**config.mk**
```make
export PLATFORM = sky130hd
export DESIGN_NAME = ultrasonic_scheduler
export DESIGN_NICKNAME = d
export VERILOG_FILES = /design/src/rtl/ultrasonic_scheduler.sv
export SDC_FILE = /design/constraint.sdc
export NUM_CORES = 1
export LEC_CHECK = 0
export ABC_AREA = 1
export BUFFER_PORTS_ARGS = -buffer_cell sky130_fd_sc_hd__buf_4
export CORE_MARGIN = 5
export CORE_UTILIZATION = 55
export CTS_CLUSTER_SIZE = 10
export DETAILED_ROUTE_END_ITERATION = 10
export PLACE_DENSITY = 0.79
export SLEW_MARGIN = 25
export SYNTH_ARGS = -nofsm -noshare
export SYNTH_HDL_FRONTEND = slang
export SYNTH_SLANG_ARGS = --single-unit
```
**constraint.sdc**
```tcl
create_clock -name clk -period 3.85 [get_ports clk]
set_input_delay 0.5775 -clock clk [delete_from_list [all_inputs] [get_ports clk]]
set_output_delay 0.5775 -clock clk [all_outputs]
set_load 0.1 [all_outputs]
```
**src/rtl/ultrasonic_scheduler.sv**
```systemverilog
// ultrasonic_scheduler
//   Round-robin scheduler for four ultrasonic sensors. Fires one trigger at a
//   time, measures the synchronized echo high width of the active channel,
//   compares it to a distance threshold and updates that channel's detect flag.
//
// Ports:
//   clk         system clock
//   rst_n       asynchronous active-low reset
//   enable      1 = keep cycling slots; 0 = park in IDLE after the current slot
//   echo_i      raw asynchronous echo inputs, one per sensor
//   trigger_o   one-hot trigger outputs (at most one bit high)
//   led_detect  per-channel obstacle flags (1 = closer than threshold)
//   dist_o      last measured echo width in cycles (ECHO_TIMEOUT on timeout)
//   dist_ch     channel that dist_o belongs to
//   dist_valid  one-cycle strobe marking a dist_o/dist_ch update
//   busy        high in every state except IDLE
module ultrasonic_scheduler #(
    parameter int unsigned TRIG_CYCLES   = 500,
    parameter int unsigned ECHO_TIMEOUT  = 1500000,
    parameter int unsigned GUARD_CYCLES  = 500000,
    parameter int unsigned THRESH_CYCLES = 58000,
    parameter int unsigned CNT_W         = 21
) (
    input  logic             clk,
    input  logic             rst_n,
    input  logic             enable,
    input  logic [3:0]       echo_i,
    output logic [3:0]       trigger_o,
    output logic [3:0]       led_detect,
    output logic [CNT_W-1:0] dist_o,
    output logic [1:0]       dist_ch,
    output logic             dist_valid,
    output logic             busy
);

    typedef enum logic [2:0] {
        S_IDLE,
        S_TRIG,
        S_WAIT_RISE,
        S_MEASURE,
        S_GUARD
    } state_t;

    localparam logic [CNT_W-1:0] ONE          = CNT_W'(1);
    localparam logic [CNT_W-1:0] TRIG_LAST    = CNT_W'(TRIG_CYCLES - 1);
    localparam logic [CNT_W-1:0] TIMEOUT_VAL  = CNT_W'(ECHO_TIMEOUT);
    localparam logic [CNT_W-1:0] TIMEOUT_LAST = CNT_W'(ECHO_TIMEOUT - 1);
    localparam logic [CNT_W-1:0] GUARD_LAST   = CNT_W'(GUARD_CYCLES - 1);
    localparam logic [CNT_W-1:0] THRESH_VAL   = CNT_W'(THRESH_CYCLES);

    state_t           state, state_n;
    logic [1:0]       ch, ch_n;
    logic [CNT_W-1:0] cnt, cnt_n;
    logic [3:0]       echo_m, echo_s;
    logic             echo_d;
    logic             echo_cur;
    logic             rise;
    logic [3:0]       led_n;
    logic [CNT_W-1:0] dist_n;
    logic [1:0]       dist_ch_n;
    logic             valid_n;

    // echo_d tracks the active channel every cycle (TRIG included), so a line
    // that is already high when WAIT_RISE starts never produces a rise.
    assign echo_cur = echo_s[ch];
    assign rise     = echo_cur & ~echo_d;

    always_ff @(posedge clk or negedge rst_n) begin
        if (!rst_n) begin
            state      <= S_IDLE;
            ch         <= '0;
            cnt        <= '0;
            echo_m     <= '0;
            echo_s     <= '0;
            echo_d     <= 1'b0;
            led_detect <= '0;
            dist_o     <= '0;
            dist_ch    <= '0;
            dist_valid <= 1'b0;
        end else begin
            state      <= state_n;
            ch         <= ch_n;
            cnt        <= cnt_n;
            echo_m     <= echo_i;
            echo_s     <= echo_m;
            echo_d     <= echo_cur;
            led_detect <= led_n;
            dist_o     <= dist_n;
            dist_ch    <= dist_ch_n;
            dist_valid <= valid_n;
        end
    end

    always_comb begin
        state_n   = state;
        ch_n      = ch;
        cnt_n     = cnt + ONE;
        led_n     = led_detect;
        dist_n    = dist_o;
        dist_ch_n = dist_ch;
        valid_n   = 1'b0;
        trigger_o = '0;
        busy      = (state != S_IDLE);

        case (state)
            S_IDLE: begin
                cnt_n = '0;
                if (enable) begin
                    state_n = S_TRIG;
                end
            end

            S_TRIG: begin
                trigger_o = 4'b0001 << ch;
                if (cnt == TRIG_LAST) begin
                    state_n = S_WAIT_RISE;
                    cnt_n   = '0;
                end
            end

            S_WAIT_RISE: begin
                if (rise) begin
                    // The rise cycle itself is the first high cycle.
                    state_n = S_MEASURE;
                    cnt_n   = ONE;
                end else if (cnt == TIMEOUT_LAST) begin
                    state_n   = S_GUARD;
                    cnt_n     = '0;
                    dist_n    = TIMEOUT_VAL;
                    dist_ch_n = ch;
                    led_n[ch] = 1'b0;
                    valid_n   = 1'b1;
                end
            end

            S_MEASURE: begin
                if (!echo_cur) begin
                    state_n   = S_GUARD;
                    cnt_n     = '0;
                    dist_n    = cnt;
                    dist_ch_n = ch;
                    led_n[ch] = (cnt < THRESH_VAL);
                    valid_n   = 1'b1;
                end else if (cnt == TIMEOUT_VAL) begin
                    state_n   = S_GUARD;
                    cnt_n     = '0;
                    dist_n    = TIMEOUT_VAL;
                    dist_ch_n = ch;
                    led_n[ch] = 1'b0;
                    valid_n   = 1'b1;
                end
            end

            S_GUARD: begin
                if (cnt == GUARD_LAST) begin
                    ch_n    = ch + 2'd1;
                    cnt_n   = '0;
                    state_n = enable ? S_TRIG : S_IDLE;
                end
            end

            default: begin
                state_n = S_IDLE;
                cnt_n   = '0;
            end
        endcase
    end

endmodule
```
### Word level (Yosys, flattened, before mapping)

Index checks and enable logic that the tools add are counted.

| cells by class | value |
|---|---|
| magnitude comparators | 3 |
| shift-type cells | 1 |
| muxes and demuxes | 42 |
| bitwise logic cells | 4 |
| reduce and logical (&&, ||, !) cells | 7 |
| eq/ne operators | 15 |
| add/subtract/negate cells | 2 |

Operators by type and width:

| kind | number |
|---|---|
| 21-bit 2-to-1 mux | 10 |
| 21-bit case mux with 4 select lines | 1 |
| 21-bit equality test, second input constant | 2 |
| 21-bit case mux with 2 select lines | 1 |
| 21-bit by 1-bit adder with 21-bit output, second input constant | 1 |
| 21-bit by 19-bit equality test with 1-bit output, second input constant | 1 |
| 21-bit by 9-bit equality test with 1-bit output, second input constant | 1 |
| 21-bit by 16-bit < comparator with 1-bit output, second input constant | 1 |
| 3-bit 2-to-1 mux | 7 |
| 4-bit 2-to-1 mux | 5 |
| 3-bit case mux with 5 select lines | 1 |
| 2-bit inequality test, second input constant | 5 |
| 2-bit 2-to-1 mux | 4 |
| 4-bit case mux with 2 select lines | 1 |
| 1-bit 2-to-1 mux | 7 |
| 3-bit by 2-bit equality test with 1-bit output, second input constant | 2 |
| 3-bit inequality test, second input constant | 2 |
| 5-bit AND reduction | 1 |
| 4-bit AND | 1 |
| 4-bit bitwise mux | 1 |
| 4-bit NOT | 1 |
| 2-bit case mux with 2 select lines | 1 |
| 4-bit AND reduction | 1 |
| 1-bit by 2-bit left shift with 4-bit output, first input constant | 1 |
| other kinds (15) | 15 |

| word-level totals | value |
|---|---|
| register bits | 63 |
| word-level logic and storage cells | 84 |
| output and inout bits | 33 |
| bits of input ports | 7 |

### Logic depth before layout (Yosys ltp)

Gate-level depths: netlist of the first run.

| depth | value |
|---|---|
| word-level depth | 9 |
| gate-level depth with buffers | 12 |

### Worst setup path after synthesis of the first run

Ideal clock, no wire load.

| timing path | value |
|---|---|
| kind | reg-to-output |
| start | register ch[0] |
| end | output trigger_o[0] |
| slack | 1.279 ns |
| cell stages (with the launch flop) | 5 |
| data arrival time | 1.993 ns |
| path buffers | 0 |
| path through | dfrtp_1 -> inv_2 -> ha_1 -> inv_1 -> nor2_1 |

| on the way | value |
|---|---|
| longest elaborated chain between the ends | 2 |

RTL lines:

| element | line | RTL |
|---|---|---|
| from (decl) | 52 | `logic [1:0] ch, ch_n;` |
| from (signal assigned) | 82 | `ch <= ch_n;` |
| 1-bit by 2-bit left shift with 4-bit output | 114 | `trigger_o = 4'b0001 << ch;` |
| 4-bit 2-to-1 mux | 105 | `case (state)` |
| to (decl) | 28 | `output logic [3:0] trigger_o,` |

No other way between the ends.

### Worst setup path in the final report of the first run

| timing path | value |
|---|---|
| start | register state[0] |
| end | output trigger_o[0] |

| on the way | value |
|---|---|
| longest elaborated chain between the ends | 2 |

RTL lines:

| element | line | RTL |
|---|---|---|
| from (decl) | 51 | `state_t state, state_n;` |
| from (signal assigned) | 81 | `state <= state_n;` |
| 3-bit by 1-bit equality test with 1-bit output | 105 |  |
| 4-bit 2-to-1 mux | 105 |  |

No other way between the ends.

==> flow_metrics.env, run 1 <==
export IMPL_post_cts_buffers=0
export IMPL_synthDistinctLibCells=31
export IMPL_dieArea_mm2=0.007571
export IMPL_setup_worst_path_start="state[0]$_DFFE_PN0P_"
export IMPL_cts_max_level=3
export IMPL_total_leakage_power_nw=1.734
export IMPL_antenna_found_initial=0
export IMPL_peakVddDrop_v=0.0007186
export IMPL_via_per_inst=5.167
export IMPL_n_antenna_cell=0
export IMPL_syn_nets=417
export IMPL_placedCellCount=506
export IMPL_cts_buffers=9
export IMPL_synthCells=404
export IMPL_start_util=0.5575
export IMPL_finalHoldViolations=0
export IMPL_p_int_w=0.001316
export IMPL_crit_family="buffers and inverters"
export IMPL_syn_to_final_growth_pct=14.27
export IMPL_ant_nets=0
export IMPL_yosysSeqAreaShare=0.4833
export IMPL_grt_pass1_vias=2711
export IMPL_crit_path_cell_trace="inv_1, nor3_1, inv_1, nor2_1, buf_4"
export IMPL_fmax_mhz=451.7
export IMPL_track_usage=0.2261
export IMPL_insertion_delay_ns=0.34
export IMPL_relSlewSlack=0.4900
export IMPL_die_x_um=87.01
export IMPL_final_util=0.6371
export IMPL_final_cell_mix="nand2_1 (78), nor2_1 (76), dfrtp_1 (63)"
export IMPL_ys_warn_count=0
export IMPL_worst_slew_pin_slew_ns=0.7650
export IMPL_final_common_cell="nand2_1"
export IMPL_cp_max_fo=5
export IMPL_pin_count=40
export IMPL_start_kind="flip-flop"
export IMPL_clk_pin_slew_worst_paths_ns=0.07
export IMPL_avgSynthCellArea_um2=8.074
export IMPL_comb_power_share=0.522
export IMPL_clockRootBuffer="clkbuf_8"
export IMPL_drt_pass1_iterations=5
export IMPL_drt_initial_drc_count=162
export IMPL_cp_end_kind="output port"
export IMPL_dp_hpwl_mm=5.608
export IMPL_status="completed"
export IMPL_critPathMaxStageDelay_ns=0.40
export IMPL_clkPwrFrac=0.169
export IMPL_placed_cell_area_mm2=0.003565
export IMPL_final_instance_count_excl_fill=521
export IMPL_portBuffers=39
export IMPL_ys_ff_latch=63
export IMPL_place_gp_congestion=0.8615
export IMPL_fin_setup_tns_ns=0
export IMPL_post_route_period_util=0.5750
export IMPL_grt_start_max_net_pins=64
export IMPL_finalCriticalPeriod_ns=2.214
export IMPL_worstPathArrival_ns=1.64
export IMPL_rows=28
export IMPL_skew_ns=0.008800
export IMPL_grt_pass1_wl_mm=13.08
export IMPL_setup_viol=0
export IMPL_criticalPathCategory="flip-flop to output port"
export IMPL_wl_per_cell_um=14.48
export IMPL_routed_wirelength_mm=7.543
export IMPL_drv_cap=0
export IMPL_dieHeight_um=87.01
export IMPL_rsz0062_at_grt="false"
export IMPL_ctsResizeCount=0
export IMPL_cts_tree="done"
export IMPL_drc_errors=0
export IMPL_clock_sinks=63
export IMPL_final_nets=455
export IMPL_num_vias=2692
export IMPL_design_area_mm2=0.003727
export IMPL_seqPwrFrac=0.309
export IMPL_cellPowerDensity_mw_per_mm2=761.4
export IMPL_critPathSlowestCell="dfrtp_1"
export IMPL_switching_share=0.5364
export IMPL_clk_path_buf_depth=2
export IMPL_net_switching_power_w=0.001522
export IMPL_critPathMostFrequentCell="inv_1"
export IMPL_maxSlewViolCount=0
export IMPL_critPathBufInv=3
export IMPL_hold_buffers=0
export IMPL_grt_overflow=0
export IMPL_syn_area_mm2=0.003262
export IMPL_hold_class="input pin to asynchronous set/reset pin"
export IMPL_coreArea_mm2=0.005851
export IMPL_layout_drive_gt1_share=0.2152
export IMPL_timing_rr_start="cnt[0]$_DFF_PN0_"
export IMPL_fill_cells=517
export IMPL_cp_required_ns=3.27
-- logic make-up (layout without fill, tap and decap cells) --
group / Yosys count / count (layout) / synth area share
compound gates: 30 / 30 / 0.04948
buf+inv: 55 / 97 / 0.07633
simple gates: 236 / 236 / 0.3303
xor+xnor: 14 / 14 / 0.03759
fa+ha+maj: 6 / 6 / 0.02301
flops: 63 / 63 / 0.4833
-- metrics by stage --
stage | total power, W | worst slack [ns] | hold slack, ns
CTS | 0.002864 | 1.631 | 0.3219
detailed placement | 0.002377 | 1.867 | 0.3371
floorplan | 0.002083 | 1.279 | 0.2819
global placement | 0.002357 | 1.924 | 0.3327
global route | 0.002985 | 1.534 | 0.3247
finish | 0.002838 | 1.636 | 0.3048
-- flip-flops by register name, indices dropped and copies added (netlist names) --
register,cells
cnt,21
dist_o,21
echo_m,4
echo_s,4
led_detect,4
state,3
ch,2
dist_ch,2
dist_valid,1
echo_d,1
-- routing by layer --
metal	track usage	vias up	part of all wire
li1	-	1342	-
met1	0.2954	1264	0.44
met2	0.3692	75	0.49
met3	0.04825	11	0.053
met4	0.08357	0	0.014
met5	0	-	0
-- power groups by stage --
stage          clock network, W  logic [W]  registers, W
2_1_floorplan                 0   0.000476       0.00161
3_3_place_gp                  0    0.00147      0.000884
3_5_place_dp                  0    0.00149      0.000890
4_1_cts                0.000497    0.00149      0.000877
5_1_grt                0.000531    0.00156      0.000895
6_report               0.000479    0.00148      0.000878
-- final timing paths --
| path | slack, ns | cells after the start | end |
|---|---|---|---|
| max | 1.64 | 5 | trigger_o[0] |
| min | 0.30 | 1 | led_detect[1]$_DFFE_PN0P_ |
| max reg2reg | 1.86 | 10 | led_detect[1]$_DFFE_PN0P_ |
| min reg2reg | 0.35 | 0 | echo_s[3]$_DFF_PN0_ |
| max in group asynchronous | 3.04 | 1 | cnt[3]$_DFF_PN0_ |
| min in group clk | 0.34 | 1 | echo_m[1]$_DFF_PN0_ |
-- synthesized netlist by cell type (all sizes together) --
| cell | n | area [µm²] |
|---|---|---|
| nor2 | 100 | 440.4 |
| nand2 | 83 | 337.8 |
| dfrtp | 63 | 1577 |
| inv | 42 | 157.7 |
| nand3 | 37 | 202.7 |
| o21ai | 25 | 125.1 |
| xor2 | 13 | 113.9 |
| buf | 12 | 86.33 |
| nand4 | 7 | 43.79 |
| nor3 | 7 | 40.04 |
| ha | 6 | 75.07 |
| a21oi | 2 | 13.76 |
| o21a | 2 | 15.01 |
| and2 | 1 | 6.260 |
| clkbuf | 1 | 5.000 |
| o31ai | 1 | 7.510 |
| or2 | 1 | 6.260 |
| xnor2 | 1 | 8.760 |
-- area by class of cell --
| type | instances | area, µm² | share of cell area |
|---|---|---|---|
| clock buffer | 9 | 123.9 | 0.03323 |
| clock inverter | 6 | 38.79 | 0.01041 |
| inverter | 42 | 157.7 | 0.04230 |
| multi-input combinational | 286 | 1436 | 0.3854 |
| sequential | 63 | 1577 | 0.4230 |
| tap | 75 | 93.84 | 0.02518 |
| timing repair buffer | 40 | 300.3 | 0.08056 |
Power figures use the tool's default switching activity.
==> run 2: changes to the inputs <==
Settings changed: CORE_UTILIZATION 55 to 52, PLACE_DENSITY 0.79 to 0.78.
Clock period 3.85 ns to 1.9 ns, I/O delays scaled along.
==> run 2 against run 1 <==
Against the previous run:
- non-clock buffer count grew 13
- global-route usage decreased by 1.0 points
- sequential share of layout area is 2.9 points lower
- final cell count up 2.7%
- first-iteration DRC count up 56%
- clock skew shrank 0.0016 ns
- power increased by 130%
- via count grew 5.1%
- combinational power is 110% higher
- core utilization grew 2.9 points
- setup slack got worse by 1.5 ns
- largest power group unchanged
==> flow_metrics.env, run 2 (same netlist as run 1, synthesis figures left out) <==
export IMPL_crit_path_cell_trace="inv_1, nor3_4, inv_2, nor2_1, buf_6"
export IMPL_n_antenna_cell=0
export IMPL_setup_worst_path_start="state[0]$_DFFE_PN0P_"
export IMPL_multi_input_area_mm2=0.001461
export IMPL_dp_hpwl_mm=5.512
export IMPL_rows=28
export IMPL_regArea_mm2=0.001579
export IMPL_hold_class="input pin to asynchronous set/reset pin"
export IMPL_coreArea_mm2=0.006026
export IMPL_routed_wirelength_mm=7.745
export IMPL_portBuffers=39
export IMPL_dieArea_mm2=0.007957
export IMPL_comb_power_share=0.486
export IMPL_dp_slack_ns=-0.006927
export IMPL_cellPowerDensity_mw_per_mm2=1620
export IMPL_setup_viol=0
export IMPL_final_util=0.6657
export IMPL_grt_overflow=0
export IMPL_place_gp_congestion=1.054
export IMPL_start_util=0.5413
export IMPL_finalHoldViolations=0
export IMPL_peakVddDrop_v=0.001363
export IMPL_criticalPathCategory="flip-flop to output port"
export IMPL_grt_pass1_wl_mm=12.94
export IMPL_pin_count=40
export IMPL_finalCriticalPeriod_ns=1.790
export IMPL_cts_max_level=3
export IMPL_track_usage=0.2161
export IMPL_fill_cells=500
export IMPL_antenna_found_initial=0
export IMPL_post_route_period_util=0.9423
export IMPL_via_per_inst=5.290
export IMPL_seqPwrFrac=0.275
export IMPL_grt_start_max_net_pins=64
export IMPL_timing_rr_start="cnt[0]$_DFF_PN0_"
export IMPL_clkPwrFrac=0.239
export IMPL_clockRootBuffer="clkbuf_8"
export IMPL_whs_ns=0.006271
export IMPL_clock_sinks=63
export IMPL_clk_path_buf_depth=2
export IMPL_rsz0062_at_grt="true"
export IMPL_cp_required_ns=1.62
export IMPL_top_regs="cnt: 21 flops, dist_o: 21 flops"
export IMPL_p_int_w=0.003319
export IMPL_status="completed"
export IMPL_ant_nets=0
export IMPL_critPathMaxStageDelay_ns=0.40
export IMPL_cp_max_fo=5
export IMPL_skew_ns=0.007207
export IMPL_setup_ws_ns=0.1096
export IMPL_fin_setup_tns_ns=0
export IMPL_drc_errors=0
export IMPL_total_leakage_power_nw=1.858
export IMPL_hold_buffers=0
export IMPL_wl_per_cell_um=14.48
export IMPL_grt_pass1_vias=2730
export IMPL_drt_initial_drc_count=252
export IMPL_cts_tree="done"
export IMPL_num_vias=2830
export IMPL_insertion_delay_ns=0.35
export IMPL_worstPathArrival_ns=1.51
export IMPL_layout_drive_gt1_share=0.2630
export IMPL_final_common_cell="nand2_1"
export IMPL_cp_end_kind="output port"
export IMPL_syn_to_final_growth_pct=22.98
export IMPL_fmax_mhz=558.5
export IMPL_final_cell_mix="nand2_1 (78), nor2_1 (73), dfrtp_1 (61)"
export IMPL_die_x_um=89.20
export IMPL_final_nets=468
export IMPL_switching_share=0.4893
export IMPL_drt_pass1_iterations=5
export IMPL_clk_pin_slew_worst_paths_ns=0.07
export IMPL_placedCellCount=514
export IMPL_net_switching_power_w=0.003180
export IMPL_cts_buffers=9
export IMPL_start_kind="flip-flop"
export IMPL_relSlewSlack=0.4791
export IMPL_dieHeight_um=89.20
export IMPL_critPathSlowestCell="dfrtp_1"
export IMPL_maxSlewViolCount=0
export IMPL_drv_cap=0
export IMPL_worst_slew_pin_slew_ns=0.7814
export IMPL_final_instance_count_excl_fill=535
[run 2: cell type report]
class,instances,share of cell area
inverters,42,0.03930
repair buffers,53,0.1123
clock inverters,7,0.03618
clock buffers,9,0.03088
well taps,75,0.02339
multi-input cells,286,0.3643
flip-flops and latches,63,0.3936
[run 2: power by group through the flow]
| stage | combinational, W | clock [W] | sequential, W |
|---|---|---|---|
| 2_1_floorplan | 0.000970 | 0 | 0.00326 |
| 3_3_place_gp | 0.00302 | 0 | 0.00180 |
| 3_5_place_dp | 0.00306 | 0 | 0.00180 |
| 4_1_cts | 0.00310 | 0.00157 | 0.00178 |
| 5_1_grt | 0.00333 | 0.00164 | 0.00182 |
| 6_report | 0.00316 | 0.00155 | 0.00179 |
[run 2: worst max-delay path: cells and delay by family, from the launching register on]
| kind | cells | cell delay, ns |
|---|---|---|
| buffers and inverters | 3 | 0.45 |
| DFF | 1 | 0.40 |
| and+or+nand+nor | 2 | 0.31 |
[run 2: worst paths after layout]
path | depth (start not counted) | endpoint | slack [ns]
min in group clk | 1 | echo_m[1]$_DFF_PN0_ | 0.04
worst max-delay path | 5 | trigger_o[3] | 0.11
max in group asynchronous | 1 | cnt[8]$_DFF_PN0_ | 1.32
worst min-delay path | 1 | led_detect[1]$_DFFE_PN0P_ | 0.006
worst max register to register | 11 | dist_o[20]$_DFFE_PN0P_ | 0.12
worst min register to register | 0 | echo_s[3]$_DFF_PN0_ | 0.35
[run 2: through the flow]
step	total power (W)	cell area (µm²)
after detailed placement	0.004862	3630
after global routing	0.006788	4011
after CTS	0.006461	3946
after global placement	0.004822	3630
final	0.006499	4011
after floorplan	0.004226	3267
[run 2: repair_timing]
action | 4_1_cts | 5_1_grt
hold endpoints to repair | 0 | 0
gates resized for setup | 5 | 12
setup buffers | 2 | 3
setup endpoints to repair | 6 | 43
pin swaps | 1 | 0
cloned | 0 | 0
[run 2: per-layer routing]
layer,GRT usage,routed length (µm),up-vias
met3,0.06359,585,17
met1,0.2786,3343,1321
met4,0.09472,145,0
met2,0.3382,3670,122
met5,0,0,-
li1,-,-,1370
